[src/rtl/tug_of_war_pkg.sv]
`default_nettype none
// ============================================================================
// Module   : tug_of_war_pkg
// Brief    : Shared types and board-level defaults for the tug-of-war game core.
// Revision : 1.0 - initial release
// ============================================================================
package tug_of_war_pkg;

    typedef enum logic [1:0] {
        PLAY      = 2'd0,
        ROUND_END = 2'd1,
        GAME_OVER = 2'd2
    } state_t;

    typedef enum logic [1:0] {
        WIN_NONE  = 2'b00,
        WIN_LEFT  = 2'b01,
        WIN_RIGHT = 2'b10
    } winner_t;

    localparam int DEF_NUM_LEDS    = 9;
    localparam int DEF_HOLD_CYCLES = 4;
    localparam int DEF_MAX_SCORE   = 7;
    localparam int DEF_SCORE_W     = 3;

endpackage
`default_nettype wire

[src/rtl/tug_of_war_if.sv]
`default_nettype none
// ============================================================================
// Module   : tug_of_war_if
// Brief    : Player pulses in, playfield and score displays out.
// Revision : 1.0 - initial release
// ============================================================================
interface tug_of_war_if #(
    parameter int NUM_LEDS = 9,
    parameter int SCORE_W  = 3
);
    logic                l_pulse;
    logic                r_pulse;
    logic [NUM_LEDS-1:0] leds;
    logic [1:0]          winner;
    logic [SCORE_W-1:0]  l_score;
    logic [SCORE_W-1:0]  r_score;
    logic                game_over;

    modport master (
        output l_pulse, r_pulse,
        input  leds, winner, l_score, r_score, game_over
    );

    modport slave (
        input  l_pulse, r_pulse,
        output leds, winner, l_score, r_score, game_over
    );
endinterface
`default_nettype wire

[src/rtl/score_counter.sv]
`default_nettype none
// ============================================================================
// Module   : score_counter
// Brief    : Saturating per-player round-win counter.
// Revision : 1.0 - initial release
// ============================================================================
module score_counter #(
    parameter int SCORE_W = 3,
    parameter int MAX     = 7
) (
    input  wire logic               clk,
    input  wire logic               reset,
    input  wire logic               inc,
    output logic [SCORE_W-1:0]      count,
    output logic                    at_max
);
    localparam logic [SCORE_W-1:0] c_max = SCORE_W'(MAX);

    logic [SCORE_W-1:0] r_count;

    always_ff @(posedge clk) begin
        if (!reset) begin
            r_count <= '0;
        end else if (inc && (r_count != c_max)) begin
            r_count <= r_count + 1'b1;
        end
    end

    assign count  = r_count;
    assign at_max = (r_count == c_max);
endmodule
`default_nettype wire

[src/rtl/tug_of_war_field.sv]
`default_nettype none
// ============================================================================
// Module   : tug_of_war_field
// Brief    : Moves the lit LED on player pulses, scores round wins, sequences
//            round-end hold and game-over.
// Revision : 1.0 - initial release
// ============================================================================
module tug_of_war_field
    import tug_of_war_pkg::*;
#(
    parameter int NUM_LEDS    = DEF_NUM_LEDS,
    parameter int HOLD_CYCLES = DEF_HOLD_CYCLES,
    parameter int MAX_SCORE   = DEF_MAX_SCORE,
    parameter int SCORE_W     = DEF_SCORE_W
) (
    input  wire logic     clk,
    input  wire logic     reset,
    tug_of_war_if.slave   bus
);
    localparam int POS_W  = $clog2(NUM_LEDS);
    localparam int HOLD_W = (HOLD_CYCLES > 1) ? $clog2(HOLD_CYCLES) : 1;

    localparam logic [POS_W-1:0]   c_center    = POS_W'((NUM_LEDS - 1) / 2);
    localparam logic [POS_W-1:0]   c_last      = POS_W'(NUM_LEDS - 1);
    localparam logic [HOLD_W-1:0]  c_hold_load = HOLD_W'(HOLD_CYCLES - 1);
    localparam logic [SCORE_W-1:0] c_final_pre = SCORE_W'(MAX_SCORE - 1);
    localparam logic [NUM_LEDS-1:0] c_one      = NUM_LEDS'(1);

    state_t              r_state,  w_state_next;
    logic [POS_W-1:0]    r_pos,    w_pos_next;
    logic [HOLD_W-1:0]   r_hold,   w_hold_next;
    logic [NUM_LEDS-1:0] r_leds,   w_leds_next;
    winner_t             r_winner, w_winner_next;
    logic                w_l_inc, w_r_inc;
    logic [SCORE_W-1:0]  w_l_score, w_r_score;
    logic                w_l_at_max, w_r_at_max;

    score_counter #(.SCORE_W(SCORE_W), .MAX(MAX_SCORE)) u_l_score (
        .clk(clk), .reset(reset), .inc(w_l_inc), .count(w_l_score), .at_max(w_l_at_max)
    );

    score_counter #(.SCORE_W(SCORE_W), .MAX(MAX_SCORE)) u_r_score (
        .clk(clk), .reset(reset), .inc(w_r_inc), .count(w_r_score), .at_max(w_r_at_max)
    );

    always_ff @(posedge clk) begin
        if (!reset) begin
            r_state  <= PLAY;
            r_pos    <= c_center;
            r_hold   <= '0;
            r_leds   <= c_one << c_center;
            r_winner <= WIN_NONE;
        end else begin
            r_state  <= w_state_next;
            r_pos    <= w_pos_next;
            r_hold   <= w_hold_next;
            r_leds   <= w_leds_next;
            r_winner <= w_winner_next;
        end
    end

    always_comb begin
        w_state_next  = r_state;
        w_pos_next    = r_pos;
        w_hold_next   = r_hold;
        w_leds_next   = r_leds;
        w_winner_next = r_winner;
        w_l_inc       = 1'b0;
        w_r_inc       = 1'b0;

        case (r_state)
            PLAY: begin
                // Simultaneous presses cancel, so only exclusive pulses act.
                if (bus.l_pulse && !bus.r_pulse) begin
                    if (r_pos == c_last) begin
                        w_l_inc       = 1'b1;
                        w_winner_next = WIN_LEFT;
                        w_leds_next   = '0;
                        if (w_l_score == c_final_pre) begin
                            w_state_next = GAME_OVER;
                        end else begin
                            w_state_next = ROUND_END;
                            w_hold_next  = c_hold_load;
                        end
                    end else begin
                        w_pos_next  = r_pos + 1'b1;
                        w_leds_next = c_one << w_pos_next;
                    end
                end else if (bus.r_pulse && !bus.l_pulse) begin
                    if (r_pos == '0) begin
                        w_r_inc       = 1'b1;
                        w_winner_next = WIN_RIGHT;
                        w_leds_next   = '0;
                        if (w_r_score == c_final_pre) begin
                            w_state_next = GAME_OVER;
                        end else begin
                            w_state_next = ROUND_END;
                            w_hold_next  = c_hold_load;
                        end
                    end else begin
                        w_pos_next  = r_pos - 1'b1;
                        w_leds_next = c_one << w_pos_next;
                    end
                end
            end
            ROUND_END: begin
                if (r_hold == '0) begin
                    w_state_next  = PLAY;
                    w_pos_next    = c_center;
                    w_leds_next   = c_one << c_center;
                    w_winner_next = WIN_NONE;
                end else begin
                    w_hold_next = r_hold - 1'b1;
                end
            end
            GAME_OVER: begin
                w_leds_next = '0;
            end
            default: begin
                w_state_next  = PLAY;
                w_pos_next    = c_center;
                w_leds_next   = c_one << c_center;
                w_winner_next = WIN_NONE;
            end
        endcase
    end

    assign bus.leds      = r_leds;
    assign bus.winner    = r_winner;
    assign bus.l_score   = w_l_score;
    assign bus.r_score   = w_r_score;
    assign bus.game_over = w_l_at_max | w_r_at_max;
endmodule
`default_nettype wire

[src/flat_wrapper.sv]
// flat-port wrapper written by rule: the top's interface ports become plain ports
module tug_of_war_field_flat import tug_of_war_pkg::*;
#(
    parameter int NUM_LEDS    = DEF_NUM_LEDS,
    parameter int HOLD_CYCLES = DEF_HOLD_CYCLES,
    parameter int MAX_SCORE   = DEF_MAX_SCORE,
    parameter int SCORE_W     = DEF_SCORE_W
)
  (clk, reset, bus_l_pulse, bus_r_pulse, bus_leds, bus_winner, bus_l_score, bus_r_score, bus_game_over);
  tug_of_war_if #(.NUM_LEDS(NUM_LEDS), .SCORE_W(SCORE_W)) bus_i ();
  input  wire logic clk;
  input  wire logic reset;
  input wire logic [$bits(bus_i.l_pulse)-1:0] bus_l_pulse;
  input wire logic [$bits(bus_i.r_pulse)-1:0] bus_r_pulse;
  output wire logic [$bits(bus_i.leds)-1:0] bus_leds;
  output wire logic [$bits(bus_i.winner)-1:0] bus_winner;
  output wire logic [$bits(bus_i.l_score)-1:0] bus_l_score;
  output wire logic [$bits(bus_i.r_score)-1:0] bus_r_score;
  output wire logic [$bits(bus_i.game_over)-1:0] bus_game_over;
  assign bus_i.l_pulse = bus_l_pulse;
  assign bus_i.r_pulse = bus_r_pulse;
  assign bus_leds = bus_i.leds;
  assign bus_winner = bus_i.winner;
  assign bus_l_score = bus_i.l_score;
  assign bus_r_score = bus_i.r_score;
  assign bus_game_over = bus_i.game_over;
  tug_of_war_field #(.NUM_LEDS(NUM_LEDS), .HOLD_CYCLES(HOLD_CYCLES), .MAX_SCORE(MAX_SCORE), .SCORE_W(SCORE_W)) u_core (.clk(clk), .reset(reset), .bus(bus_i));
endmodule
[config.mk]
export PLATFORM = sky130hd
export DESIGN_NAME = tug_of_war_field_flat
export DESIGN_NICKNAME = d
export VERILOG_FILES = /design/src/rtl/tug_of_war_pkg.sv /design/src/rtl/tug_of_war_if.sv /design/src/rtl/score_counter.sv /design/src/rtl/tug_of_war_field.sv /design/src/flat_wrapper.sv
export SDC_FILE = /design/constraint.sdc
export NUM_CORES = 1
export LEC_CHECK = 0
export CAP_MARGIN = 20
export CORE_MARGIN = 2
export CORE_UTILIZATION = 27
export CTS_CLUSTER_DIAMETER = 120
export DETAILED_ROUTE_END_ITERATION = 6
export HOLD_SLACK_MARGIN = 0.05
export MAX_ROUTING_LAYER = met4
export PLACE_DENSITY = 0.56
export SYNTH_ARGS = -nofsm -noshare
export SYNTH_HDL_FRONTEND = slang
export SYNTH_SLANG_ARGS = --single-unit
[constraint.sdc]
create_clock -name clk -period 3 [get_ports clk]
set_clock_uncertainty 0.2 [all_clocks]
set_input_delay 0.45 -clock clk [delete_from_list [all_inputs] [get_ports clk]]
set_output_delay 0.45 -clock clk [all_outputs]
set_load 0.005 [all_outputs]
Word-level counts from Yosys, hierarchy flattened
Index checks and enable logic that the tools add are counted.
{"block": "word_totals", "memories": 0, "ramBits": 0, "input_bits": 4, "reg_bits": 25, "mem_bits_ro": 0, "latchBits": 0}
{"block": "op_classes", "n_reduce_logical": 14, "order_cmp": 0, "n_mul": 0, "muxes": 40, "bitwise": 2, "eq_ne": 18, "addsub": 5, "div": 0, "shifts": 2}
{"op": "9-bit 2-to-1 mux", "n": 5}
{"op": "2-bit 2-to-1 mux", "n": 18}
{"op": "9-bit one-hot mux with 3 select lines", "n": 1}
{"op": "4-bit 2-to-1 mux", "n": 5}
{"op": "1-bit by 4-bit left shift with 9-bit output, first input constant", "n": 2}
{"op": "3-bit inequality test, second input constant", "n": 5}
{"op": "3-bit == test, second input constant", "n": 4}
{"op": "2-bit one-hot mux with 3 select lines", "n": 2}
{"op": "4-bit one-hot mux with 3 select lines", "n": 1}
{"op": "5-bit AND reduction", "n": 2}
{"op": "1-bit 2-to-1 mux", "n": 7}
{"op": "7-bit AND reduction", "n": 1}
{"op": "3-bit by 1-bit adder with 3-bit output, second input constant", "n": 2}
{"op": "3-bit by 1-bit inequality test with 1-bit output, second input constant", "n": 2}
{"op": "3-bit by 2-bit inequality test with 1-bit output, second input constant", "n": 2}
{"op": "4-bit by 1-bit adder with 4-bit output, second input constant", "n": 1}
{"op": "4-bit == test, second input constant", "n": 1}
{"op": "1-bit logical AND", "n": 4}
{"op": "2-bit zero test", "n": 2}
{"op": "4-bit zero test", "n": 1}
{"op": "2-bit one-hot mux with 2 select lines", "n": 1}
{"op": "4-bit by 1-bit subtractor with 4-bit output, second input constant", "n": 1}
{"op": "2-bit by 1-bit == test with 1-bit output, second input constant", "n": 1}
{"op": "2-bit == test, second input constant", "n": 1}
{"op": "8 further kinds", "n": 9}

Depth between registers and ports, before layout
{"block": "depth", "word_depth": 6, "depth_mapped": 9, "mapped_depth_nobuf": 7}

By module
Synthesis repeated with hierarchy kept, for this count alone.
{"block": "hier_totals", "cells_unflattened": 207, "area_unflattened_um2": 1774.2}
{"module": "tug_of_war_field", "cells_each": 177, "seq_area_each_um2": 380.4, "area_each_um2": 1466.4, "n_inst": 1}
{"module": "score_counter", "cells_each": 15, "seq_area_each_um2": 60.1, "area_each_um2": 153.9, "n_inst": 2}

Least setup slack after synthesis
No wires, ideal clock.
{"block": "synth_timing", "path_type": "reg2reg", "start": "reg u_core.r_pos[0]", "end": "reg u_core.r_hold[0]", "path_slack_ps": 631, "synth_period_minus_slack_ps": 2369, "stages_incl_launch_ff": 10, "arrival_ps": 2053, "required_ps": 2684, "path_buffers": 2, "cell_sequence": "dfxtp_1 > clkbuf_1 > inv_1 > ha_1 > or4b_4 > a21oi_1 > or2_2 > buf_2 > a31o_2 > o211a_1"}
{"block": "synth_via", "elab_chain_len": 3, "word_cells_on_any_way": 5, "cone_classes": "3 x eq/ne; 2 x reduce/logical"}
{"element": "from (decl)", "line": "tug_of_war_field.sv:30", "rtl": "logic [POS_W-1:0] r_pos, w_pos_next;"}
{"element": "from (signal assigned)", "line": "tug_of_war_field.sv:49", "rtl": "r_pos <= c_center;"}
{"element": "from (signal assigned)", "line": "tug_of_war_field.sv:55", "rtl": "r_pos <= w_pos_next;"}
{"element": "4-bit == test / 4-bit zero test (equally long branches)", "line": "tug_of_war_field.sv:75, tug_of_war_field.sv:90"}
{"element": "3-bit inequality test (no line) / 3-bit by 1-bit inequality test with 1-bit output (equally long branches)"}
{"element": "7-bit AND reduction (no line) (*)"}
{"element": "to (signal assigned)", "line": "tug_of_war_field.sv:56", "rtl": "r_hold <= w_hold_next;"}
{"element": "to (decl)", "line": "tug_of_war_field.sv:31", "rtl": "logic [HOLD_W-1:0] r_hold, w_hold_next;"}
Every way passes the cells marked *; elsewhere a longest branch is shown, timed or not.
A chain may end at the register's enable or synchronous reset.

Worst setup path in the final report
{"block": "layout_timing", "start": "reg u_core.u_r_score.r_count[0] (netlist: u_core.u_r_score.count[0])", "end": "out bus_game_over"}
{"block": "layout_via", "elab_chain_len": 2}
{"element": "from (decl)", "line": "score_counter.sv:19", "rtl": "logic [SCORE_W-1:0] r_count;"}
{"element": "from (signal assigned)", "line": "score_counter.sv:25", "rtl": "r_count <= r_count + 1'b1;"}
{"element": "3-bit == test", "line": "score_counter.sv:30", "rtl": "assign at_max = (r_count == c_max);"}
{"element": "1-bit bitwise OR", "line": "tug_of_war_field.sv:132", "rtl": "assign bus.game_over = w_l_at_max | w_r_at_max;"}
{"element": "to (decl)", "line": "flat_wrapper.sv:19", "rtl": "output wire logic [$bits(bus_i.game_over)-1:0] bus_game_over;"}
No other way between the ends.

==> results list <==
- The run finished with clean final reports.
- A synthesized cell averages 8.60 um^2.
* Net count after synthesis: 204
- CTS hold repair buffers: 0
- For this configuration, the core starts out at a cell density of 27.5%.
- Via density per instance: 4.74
- Overall Global Routing Usage: 11.8%
* Clock Tree Root: sky130_fd_sc_hd__clkbuf_8
- For this block, the routed nets add up to 3360 um of wire.
* DR vias: 1337
* Remaining antenna violation count: 0
- Detail Placement HPWL: 2570 um
- Counting flops with a built-in enable in the synthesized netlist gives 0.
- In the synthesized netlist the async set-or-reset flop fraction comes to 0%.
- In this run the power density over the cells is 480 mW/mm^2.
- Number of clock sinks: 25
* # resized after CTS: 0
- Via count of the first global-routing pass: 1285
- Synthesized instance count: 187
* Crit path top cell by count: sky130_fd_sc_hd__ha_1
- Worst-path cell chain: ha_1, ha_1, or2_2, clkdlybuf4s50_1
- Number of hold violations in the final report: 0
- Together, buffers and inverters on the worst path number 1.
* Remaining DRCs: 0
- Number of ports placed on the die boundary: 22
* Fin nets: 225
- Summed over all failing endpoints, the final setup total negative slack is 0 ps.
- Global routing finished with a remaining overflow of 0.
- RSZ-0062 raised after global routing: false
* Classification of the worst setup path: reg -> out
- Entering global routing, the biggest net connects 16 pins.
- The min-delay analysis places its worst path in the category reg -> reg.
- Total of flip-flops plus latches after synthesis: 25
- For the pin with the worst max-slew slack, the measured transition is 550 ps.
* Sequential area share after synthesis: 31.1%
* Relative slew slack: 63.3%
- Global-route wire length before repair: 5950 um
- Dividing the detail-routed wire length by the instance count gives 11.9 um.
- Required @ worst endpoint: 2350 ps
* Reported max-cap violation count: 0
- The worst setup path is captured at an output pin.
* Number of diodes: 0
- The number of antenna violations at the first check in global routing is 0.
- CP Max Fanout: 3
* Total leakage power: 0.000771 uW
* Synth-to-layout area growth: 20.9%
* Total setup buffers inserted after CTS: 0
- The largest single stage delay on the critical path is 450 ps.
- Number of distinct library cells after synthesis: 46
- Count of H-tree levels built during CTS: 1
- Worst-case vdd ir drop: 0.160 mV
* Number of search-and-repair iterations in the first detailed-routing pass: 4
- Clock-pin slew was measured on the worst setup and hold paths at 90 ps.
- The detailed router finished its first iteration with 91 violations.
* Clock tree from TritonCTS: built
* Number of core rows: 28
- For this run, the number of Yosys warnings is 0.
* Synthesized cell area: 0.00161 mm^2
- The routed design could run at a clock period as short as 2440 ps.
- The slowest stage of the critical path is the sky130_fd_sc_hd__clkdlybuf4s50_1 cell.
- The clock reaches the later pin of the worst-skew pair after 270 ps.
- The die is 81.2 um wide.
- Based on the critical path, the design can be clocked at up to 410 MHz.
- CP delay by family, top: buffers and inverters
* Routability congestion estimate: 0.784
- Total Die Area: 0.00659 mm^2
- Count of port buffers added during placement: 21
- Inserted Clock Buffers: 3
- Period utilization: 81.3%
* Startpoint type of the worst setup path: register
- Final count of negative-setup-slack endpoints: 0
- The die is 81.2 um tall.
* Clock Tree Buf Depth: 2
* Fraction of final layout cells sized beyond drive strength 1: 9.66%
- Post-Route Hold Slack: 263 ps
* Final slew viol count: 0
* Most frequently used flop master after synthesis: sky130_fd_sc_hd__dfxtp_1
- The core region is 0.00585 mm^2.
- Data on the critical path arrives at its endpoint at 1790 ps.
## power breakdown
part	leakage, uW	internal, uW	switching (uW)
sequential	0.000203	364	50.9
clock	0.0000228	95.2	108
combinational	0.000545	155	159
## cell usage in the layout (no fill, tap or decap), types with 5 or more instances in the layout
cell type	Yosys	layout
sky130_fd_sc_hd__dfxtp_1	25	25
sky130_fd_sc_hd__clkdlybuf4s50_1	0	21
sky130_fd_sc_hd__nand2_1	20	20
sky130_fd_sc_hd__inv_1	13	13
sky130_fd_sc_hd__ha_1	13	13
sky130_fd_sc_hd__nor2_1	12	12
sky130_fd_sc_hd__nor2b_1	10	10
sky130_fd_sc_hd__mux2i_1	8	8
sky130_fd_sc_hd__a21oi_1	7	7
sky130_fd_sc_hd__o21ai_0	5	5
sky130_fd_sc_hd__xnor2_1	5	5
sky130_fd_sc_hd__buf_4	0	5
## per-stage QoR
step | cell area [um^2] | cells | setup WS, ps | utilization [%] | total power, uW
2_1_floorplan | 1610 | 187 | 631 | - | 646
3_3_place_gp | 1900 | 278 | 552 | 32.5 | 739
3_5_place_dp | 1900 | 278 | 550 | 32.5 | 739
4_1_cts | 1940 | 282 | 538 | 33.2 | 946
5_1_grt | 1940 | 282 | 446 | 33.2 | 1010
6_report | 1940 | 282 | 562 | 33.2 | 933
## worst register-to-register path: stages, from the launching register on
cell                      delay [ps]
sky130_fd_sc_hd__dfxtp_1         570
sky130_fd_sc_hd__inv_1           150
sky130_fd_sc_hd__ha_1            260
sky130_fd_sc_hd__or4b_4          260
sky130_fd_sc_hd__a21oi_1          60
sky130_fd_sc_hd__or2_2           340
sky130_fd_sc_hd__a31o_2          270
sky130_fd_sc_hd__o211a_1         200
## state kept, by name, indices dropped and copies added, names as in the netlist
name                    count
u_core.bus.leds             9
u_core.r_hold               2
u_core.r_pos                4
u_core.r_state              2
u_core.u_l_score.count      3
u_core.u_r_score.count      3
u_core.bus.winner           2
## cell usage after synthesis, drive strengths merged, types with 3 or more instances
cell	instances	area share [%]
a21boi	3	1.4
a21oi	7	2.2
a32oi	3	1.6
and2	4	1.6
buf	5	1.9
clkbuf	5	1.2
dfxtp	25	31
ha	13	10
inv	13	3.0
mux2i	8	5.0
nand2	20	4.7
nand3	3	0.93
nor2	13	3.2
nor2b	10	3.9
nor3	3	1.6
nor3b	3	1.7
nor4	4	2.5
o211a	4	2.5
o21ai	5	1.6
o221ai	4	2.2
or2	4	1.6
xnor2	5	2.7
## cell families after synthesis
logic type	synth area share (%)
AO/OA/AOI/OAI	17.6
XOR/XNOR	3.27
adder cells (fa/ha/maj)	10.1
buffers and inverters	6.15
flip-flops	31.1
multiplexers	4.98
AND/OR/NAND/NOR	26.8
## cell type report
class,count,area [um^2]
fill,613,3910
tap,75,93.8
clock buffer,4,45.0
inverter,13,48.8
multi-input combinational,139,1010
timing repair buffer,26,248
sequential,25,500
## final timing paths
| check | start | endpoint | slack [ps] | depth (start not counted) |
|---|---|---|---|---|
| min | u_core.bus.leds[4] | u_core.bus.leds[4] | 260 | 2 |
| max reg2reg | u_core.r_pos[0] | u_core.r_hold[0] | 600 | 7 |
| min reg2reg | u_core.bus.leds[4] | u_core.bus.leds[4] | 260 | 2 |
| max | u_core.u_r_score.count[0] | bus_game_over | 560 | 4 |
## per-layer routing
layer	global-route usage (%)	share of wire, %	wire length, um
met2	17.6	43	1430
met5	-	0	0
met1	15.5	51	1700
met3	2.89	4.9	163
met4	4.24	1.8	60
Note: power is estimated with default switching activity, not from simulation.
